$ cat src/rtl/rgb_led_driver.sv
// Drives the physical RGB LED from the game phase color code with PWM dimming,
// and blinks each newly shown non-black color a fixed number of times.
module rgb_led_driver #(
  parameter int unsigned PWM_BITS    = 8,
  parameter int unsigned DUTY        = 64,
  parameter int unsigned BLINK_HALF  = 12_500_000,
  parameter int unsigned BLINK_COUNT = 3,
  parameter bit          ACTIVE_LOW  = 1'b0
) (
  input  logic       clock,
  input  logic       reset,
  input  logic [2:0] RGB_estado,
  output logic       led_r,
  output logic       led_g,
  output logic       led_b,
  output logic       blinking,
  output logic [1:0] state_o
);

  // Handshake: none. RGB_estado is a level, sampled every cycle; there is no
  // valid/ready pair because the converter holds its color until the next phase.

  typedef enum logic [1:0] {
    STEADY    = 2'd0,
    BLINK_ON  = 2'd1,
    BLINK_OFF = 2'd2
  } state_t;

  localparam int HALF_W = (BLINK_HALF > 1) ? $clog2(BLINK_HALF) : 1;
  localparam int PAIR_W = (BLINK_COUNT > 0) ? $clog2(BLINK_COUNT + 1) : 1;
  localparam logic [HALF_W-1:0]   HALF_LAST = HALF_W'(BLINK_HALF - 1);
  localparam logic [PAIR_W-1:0]   PAIR_LAST = PAIR_W'(BLINK_COUNT - 1);
  localparam logic [PWM_BITS-1:0] DUTY_L    = PWM_BITS'(DUTY);
  // With no blink pairs configured a color change settles straight into STEADY.
  localparam state_t START_ST = (BLINK_COUNT == 0) ? STEADY : BLINK_ON;

  state_t              state_q;
  logic [2:0]          col_q;
  logic [2:0]          cur_q;
  logic [HALF_W-1:0]   half_q;
  logic [PAIR_W-1:0]   pair_q;
  logic [PWM_BITS-1:0] pwm_q;
  logic [2:0]          led_q;

  logic       lit;
  logic       pwm_on;
  logic [2:0] active;

  generate
    if (DUTY == 0) begin : g_pwm_off
      assign pwm_on = 1'b0;
    end else begin : g_pwm_cmp
      assign pwm_on = (pwm_q < DUTY_L);
    end
  endgenerate

  always_comb begin
    lit    = (state_q != BLINK_OFF);
    active = cur_q & {3{lit & pwm_on}};
  end

  always_ff @(posedge clock) begin
    if (reset) begin
      state_q <= STEADY;
      col_q   <= 3'b000;
      cur_q   <= 3'b000;
      half_q  <= '0;
      pair_q  <= '0;
      pwm_q   <= '0;
      led_q   <= {3{ACTIVE_LOW}};
    end else begin
      col_q <= RGB_estado;
      pwm_q <= pwm_q + PWM_BITS'(1);
      led_q <= active ^ {3{ACTIVE_LOW}};
      // A newly sampled color always wins, restarting any blink in progress.
      if (col_q != cur_q) begin
        cur_q   <= col_q;
        half_q  <= '0;
        pair_q  <= '0;
        state_q <= (col_q != 3'b000) ? START_ST : STEADY;
      end else begin
        case (state_q)
          STEADY: begin
            half_q <= '0;
          end
          BLINK_ON: begin
            if (half_q == HALF_LAST) begin
              state_q <= BLINK_OFF;
              half_q  <= '0;
            end else begin
              half_q <= half_q + HALF_W'(1);
            end
          end
          BLINK_OFF: begin
            if (half_q == HALF_LAST) begin
              half_q <= '0;
              if (pair_q == PAIR_LAST) begin
                state_q <= STEADY;
                pair_q  <= '0;
              end else begin
                state_q <= BLINK_ON;
                pair_q  <= pair_q + PAIR_W'(1);
              end
            end else begin
              half_q <= half_q + HALF_W'(1);
            end
          end
          default: state_q <= STEADY;
        endcase
      end
    end
  end

  assign led_r    = led_q[2];
  assign led_g    = led_q[1];
  assign led_b    = led_q[0];
  assign blinking = (state_q == BLINK_ON) || (state_q == BLINK_OFF);
  assign state_o  = state_q;

endmodule

$ cat config.mk
export PLATFORM = sky130hd
export DESIGN_NAME = rgb_led_driver
export DESIGN_NICKNAME = d
export VERILOG_FILES = /design/src/rtl/rgb_led_driver.sv
export SDC_FILE = /design/constraint.sdc
export NUM_CORES = 1
export LEC_CHECK = 0
export ABC_AREA = 1
export BUFFER_PORTS_ARGS = -buffer_cell sky130_fd_sc_hd__buf_2
export CORE_MARGIN = 2
export CORE_UTILIZATION = 60
export DETAILED_ROUTE_END_ITERATION = 6
export GPL_TIMING_DRIVEN = 0
export HOLD_SLACK_MARGIN = 0.03
export PLACE_DENSITY = 0.78
export SLEW_MARGIN = 20
export SYNTH_ARGS = -nofsm -noshare
export SYNTH_HDL_FRONTEND = slang
export SYNTH_SLANG_ARGS = --single-unit
$ cat constraint.sdc
create_clock -name clock -period 4.1 [get_ports clock]
set_clock_uncertainty 0.05 [all_clocks]
set_input_delay 0.615 -clock clock [delete_from_list [all_inputs] [get_ports clock]]
set_output_delay 0.615 -clock clock [all_outputs]
set_load 0.05 [all_outputs]
==> reports/metrics.csv, run 1 <==
metric,value,unit
hold_buffers,0,
worstSetupPathType,reg2out,
die_h,65.9,um
final.setup.tns,0,ps
power_density,332,mW/mm^2
vias,1977,
r2r_start,state_o[0],
drive_gt1_share,14.5,%
synth-simple-area-share,37.0,%
syn-cell-area,0.00230,sq mm
max-slew-margin-rel,65.0,%
cts_num_sinks,45,
layout_commonest_cell,nand2_1,
cts_buffer_depth,2,
row_count,22,
power.total,832,uW
final_cell_mix,"nand2_1 (54), nor2_1 (51), dfxtp_1 (45)",
placed_cells,378,
fin_crit_sh,52.8,%
synth_area_leader_cell,dfxtp_1,
hpwlAfterDp,3.23,mm
syn-instance-count,320,
status,completed,
maxCapViolations,0,
period_needed,2170,ps
stdcell_count,386,
antenna_found_initial,0,
rsz0062_at_grt,no,
drc,0,
syn_to_final_growth,9.05,%
cts-resized-gates,0,
drtPass1Iterations,4,
crit_chain,inv_1 > ha_1 > buf_2,
die_w,65.9,um
die_area,0.00434,sq mm
critPathMaxStageDelay,440,ps
ios,11,
synth_warnings,0,
ys_top_cells_by_area,"dfxtp_1 (39%), nand2_1 (8.8%), nor2_1 (8.3%), inv_1 (7.2%), nand3_1 (4.8%)",
drv_slew,0,
worstHoldStart,pwm_q[0],
post-cts-setup-buffers,0,
synth_fp_nets,332,
gr-total-overflow,0,
diodes,0,
synth-seq-area-share,39.2,%
fmax,0.462,GHz
grt_usage,22.3,%
wirelength,4.30,mm
clk_pin_slew,90,ps
drtAntennaViolNets,0,
cp-start-kind,register,
crit_fanout,5,
final_nets,349,
p_leak,0.000955,uW
worstMarginPinSlew,525,ps
hold_viol_final,0,
routedWlPerCell,11.1,um
synth_cell_types,32,
gp_congestion,0.889,
synth_xor_area_share,3.81,%
grt_first_pass_wirelength,7.57,mm
grt_pass1_vias,1826,
whs,407,ps
setup.worst_path.start,state_o[0],
worstPathArrival,1500,ps
synth_compound_area_share,6.76,%
muxShareOfSynthArea,0,%
avgSynthCellArea,7.17,sq um
synth_top_family_by_area,simple AND/OR/NAND/NOR gates,
cts_tree,done,
viasPerCell,5.12,
cts_made_buffers,5,
portBuffers,10,
core,0.00366,sq mm
grt_start_max_net_pins,18,
start_util,62.7,%
synth-adder-area-share,3.81,%
cpMaxStageDelayCell,dfxtp_1,
ir_worst_vdd,0.277,mV
ys_seq_elements,45,
setup_viol,0,
clk_latency,310,ps
first_iter_violations,98,
hold_path_class,reg2reg,
htree_num_levels,2,
required,3430,ps
cts-root-buf,clkbuf_8,
cp-end-kind,output port,
yosysTopAreaCellShare,39.2,%
logic make-up (layout without fill, tap and decap cells):
| kind of cell | count (synthesis) | count (layout) |
|---|---|---|
| AOI/OAI and AO/OA | 29 | 29 |
| xor gates and xnor gates | 10 | 10 |
| DFF | 45 | 45 |
| buffers and inverters | 53 | 71 |
| adders and majority gates | 7 | 7 |
| and+or+nand+nor | 176 | 176 |
registers in the layout, summed over array words and instances, names as in the netlist:
| register | flops |
|---|---|
| half_q | 24 |
| state_o | 2 |
| cur_q | 3 |
| pwm_q | 8 |
| led_q | 3 |
| col_q | 3 |
| pair_q | 2 |
power breakdown:
part	leakage [uW]	internal (uW)	switching (uW)	total, uW
combinational	0.000539	24.4	53.2	77.5
sequential	0.000365	445	7.11	453
clock	0.0000511	129	173	302
total	0.000955	599	234	832
layout make-up:
type / count / area (sq um)
Clock buffer: 5 / 68.8
Buffer: 5 / 35.0
Fill cell: 310 / 1160
Sequential cell: 45 / 901
Timing Repair Buffer: 10 / 50.0
Tap cell: 48 / 60.1
Multi-Input combinational cell: 222 / 1180
Clock inverter: 3 / 28.8
Inverter: 48 / 180
critical path: cells and delay by family, from the launching register on:
| family | cells | cell delay [ps] |
|---|---|---|
| fa+ha+maj | 1 | 360 |
| buf+inv | 2 | 400 |
| flops | 1 | 440 |
synthesized netlist by cell type, drive strengths merged:
library cell,instances
a21oi,14
a31oi,2
buf,3
clkbuf,2
clkinv,1
dfxtp,45
ha,7
inv,47
nand2,59
nand3,24
nand3b,1
nand4,9
nor2,62
nor3,16
nor3b,1
nor4,2
o211ai,1
o21ai,10
o21bai,2
or2,2
xnor2,3
xor2,7
worst paths after layout:
| path | end | slack, ps | cells past startpoint |
|---|---|---|---|
| setup / recovery | blinking | 1930 | 3 |
| hold / removal | pwm_q[0] | 410 | 1 |
| setup reg to reg | half_q[23] | 2320 | 6 |
| hold reg to reg | pwm_q[0] | 410 | 1 |
stage by stage:
stage	cell area (sq um)	worst slack (ps)	util [%]
global placement	2410	2300	65.7
CTS	2500	1910	68.4
finish	2500	1930	68.4
global route	2500	1860	68.4
detailed placement	2410	2260	65.7
floorplan	2300	1990	-
metal layers:
| layer | up-vias | GRT usage (%) | share of wire [%] |
|---|---|---|---|
| li1 | 1051 | - | - |
| met1 | 895 | 28.1 | 47 |
| met2 | 26 | 38.0 | 49 |
| met3 | 5 | 4.43 | 2.8 |
| met4 | 0 | 7.55 | 1.1 |
| met5 | - | 0 | 0 |
Power figures use the tool's default switching activity.
==> run 2, diff against run 1 <==
==> constraint.sdc (replaced) <==
create_clock -name clock -period 2.03 [get_ports clock]
set_clock_uncertainty 0.05 [all_clocks]
set_input_delay 0.3045 -clock clock [delete_from_list [all_inputs] [get_ports clock]]
set_output_delay 0.3045 -clock clock [all_outputs]
set_load 0.05 [all_outputs]
==> run 2 against run 1 <==
- combinational power rose by 110%
- via count rose by 2.0%
- first-iteration DRC count rose by 16%
- non-clock buffer count did not move
- cell count did not move
- sequential share of layout area fell by 0.072 points
- largest power group unchanged
==> reports/metrics.csv, run 2 (synthesized netlist as in run 1, its figures left out) <==
metric,value,unit
post-cts-setup-buffers,0,
crit_chain,inv_1 > ha_2 > buf_2,
ios,11,
cpMaxStageDelayCell,dfxtp_1,
syn_to_final_growth,9.26,%
ir_worst_vdd,0.483,mV
die_area,0.00434,sq mm
drtAntennaViolNets,0,
power_density,672,mW/mm^2
hold_buffers,0,
clk_pin_slew,90,ps
stdcell_area,0.00251,sq mm
cts_made_buffers,5,
antenna_found_initial,0,
drc,0,
cts-root-buf,clkbuf_8,
cts_buffer_depth,2,
dp_slack,295,ps
fin_ws,208,ps
die_w,65.9,um
drv_slew,0,
reg_top3,"half_q x24, pwm_q x8",
grt_usage,23.9,%
core,0.00366,sq mm
hold_viol_final,0,
wirelength,4.41,mm
setup_viol,0,
vias,2017,
final_nets,349,
clkPwrFrac,36.3,%
power_switching,453,uW
reg2reg_slack,290,ps
drive_gt1_share,14.8,%
fin_crit_sh,89.7,%
sequentialPowerShare,54.2,%
hold_path_class,in2reg,
layout_commonest_cell,nand2_1,
grt_first_pass_wirelength,8.03,mm
drtPass1Iterations,4,
crit_fanout,5,
routedWlPerCell,11.4,um
cp-end-kind,output port,
status,completed,
grt_start_max_net_pins,16,
viasPerCell,5.23,
cts_tree,done,
gr-total-overflow,0,
fmax,0.549,GHz
post_dp_cell_area,0.00241,sq mm
fillers,305,
clk_latency,310,ps
period_needed,1820,ps
worstPathArrival,1470,ps
top_register,half_q,
comb_power_share,9.5,%
critPathMaxStageDelay,430,ps
whs,142,ps
hpwlAfterDp,3.28,mm
diodes,0,
worstMarginPinSlew,506,ps
p_int,1230,uW
switching_share,26.9,%
gp_congestion,0.922,
p_leak,0.000955,uW
maxCapViolations,0,
grt_pass1_vias,1884,
required,1680,ps
row_count,22,
cp-start-kind,register,
die_h,65.9,um
start_util,62.7,%
largest_reg_flops,24,
final_cell_mix,"nand2_1 (54), nor2_1 (51), dfxtp_1 (45)",
portBuffers,10,
cts_num_sinks,45,
worstSetupPathType,reg2out,
rsz0062_at_grt,no,
cts-resized-gates,0,
first_iter_violations,114,
htree_num_levels,2,
max-slew-margin-rel,66.3,%
final.setup.tns,0,ps
[run 2: cell count changes in the layout (fill, tap and decap cells not counted), sizes merged]
cell and change:
clkbuf +1, clkinv +1, inv -2
[run 2: power groups by stage]
| stage | combinational (uW) | sequential, uW | clock, uW |
|---|---|---|---|
| finish | 160 | 914 | 612 |
| global placement | 157 | 934 | 0 |
| detailed placement | 161 | 935 | 0 |
| CTS | 161 | 915 | 632 |
| global route | 182 | 917 | 671 |
| floorplan | 108 | 952 | 0 |
[run 2: worst max-delay path: cells and delay by family (launching register included)]
family,cells,cell delay [ps]
fa+ha+maj,1,360
flops,1,430
buf+inv,2,380
[run 2: per-stage QoR]
stage	power [uW]	std cells	utilization, %
finish	1690	386	68.5
global route	1770	386	68.5
CTS	1710	386	68.5
detailed placement	1100	378	65.8
global placement	1090	378	65.8
floorplan	1060	320	-
[run 2: path summary, 6_finish.rpt]
path,startpoint,end,cells past startpoint
max,state_o[0],blinking,3
min,RGB_estado[1],col_q[1],3
max reg2reg,state_o[0],half_q[22],6
min reg2reg,pwm_q[0],pwm_q[0],1
[run 2: per-layer routing]
layer | GRT usage, % | share of wire (%) | up-vias
met1 | 29.9 | 45 | 909
met5 | 0 | 0 | -
met3 | 6.13 | 4.7 | 9
li1 | - | - | 1056
met4 | 7.55 | 1.5 | 0
met2 | 40.0 | 48 | 43
[run 2: cell type report]
cell class	instances	area (sq um)	share of cell area, %
multi-input cells	222	1180	47.1
flip-flops and latches	45	901	35.9
inverters	48	180	7.18
clock buffers	6	82.6	3.29
well taps	48	60.1	2.39
repair buffers	10	50.0	2.00
plain buffers	5	35.0	1.40
clock inverters	2	17.5	0.698
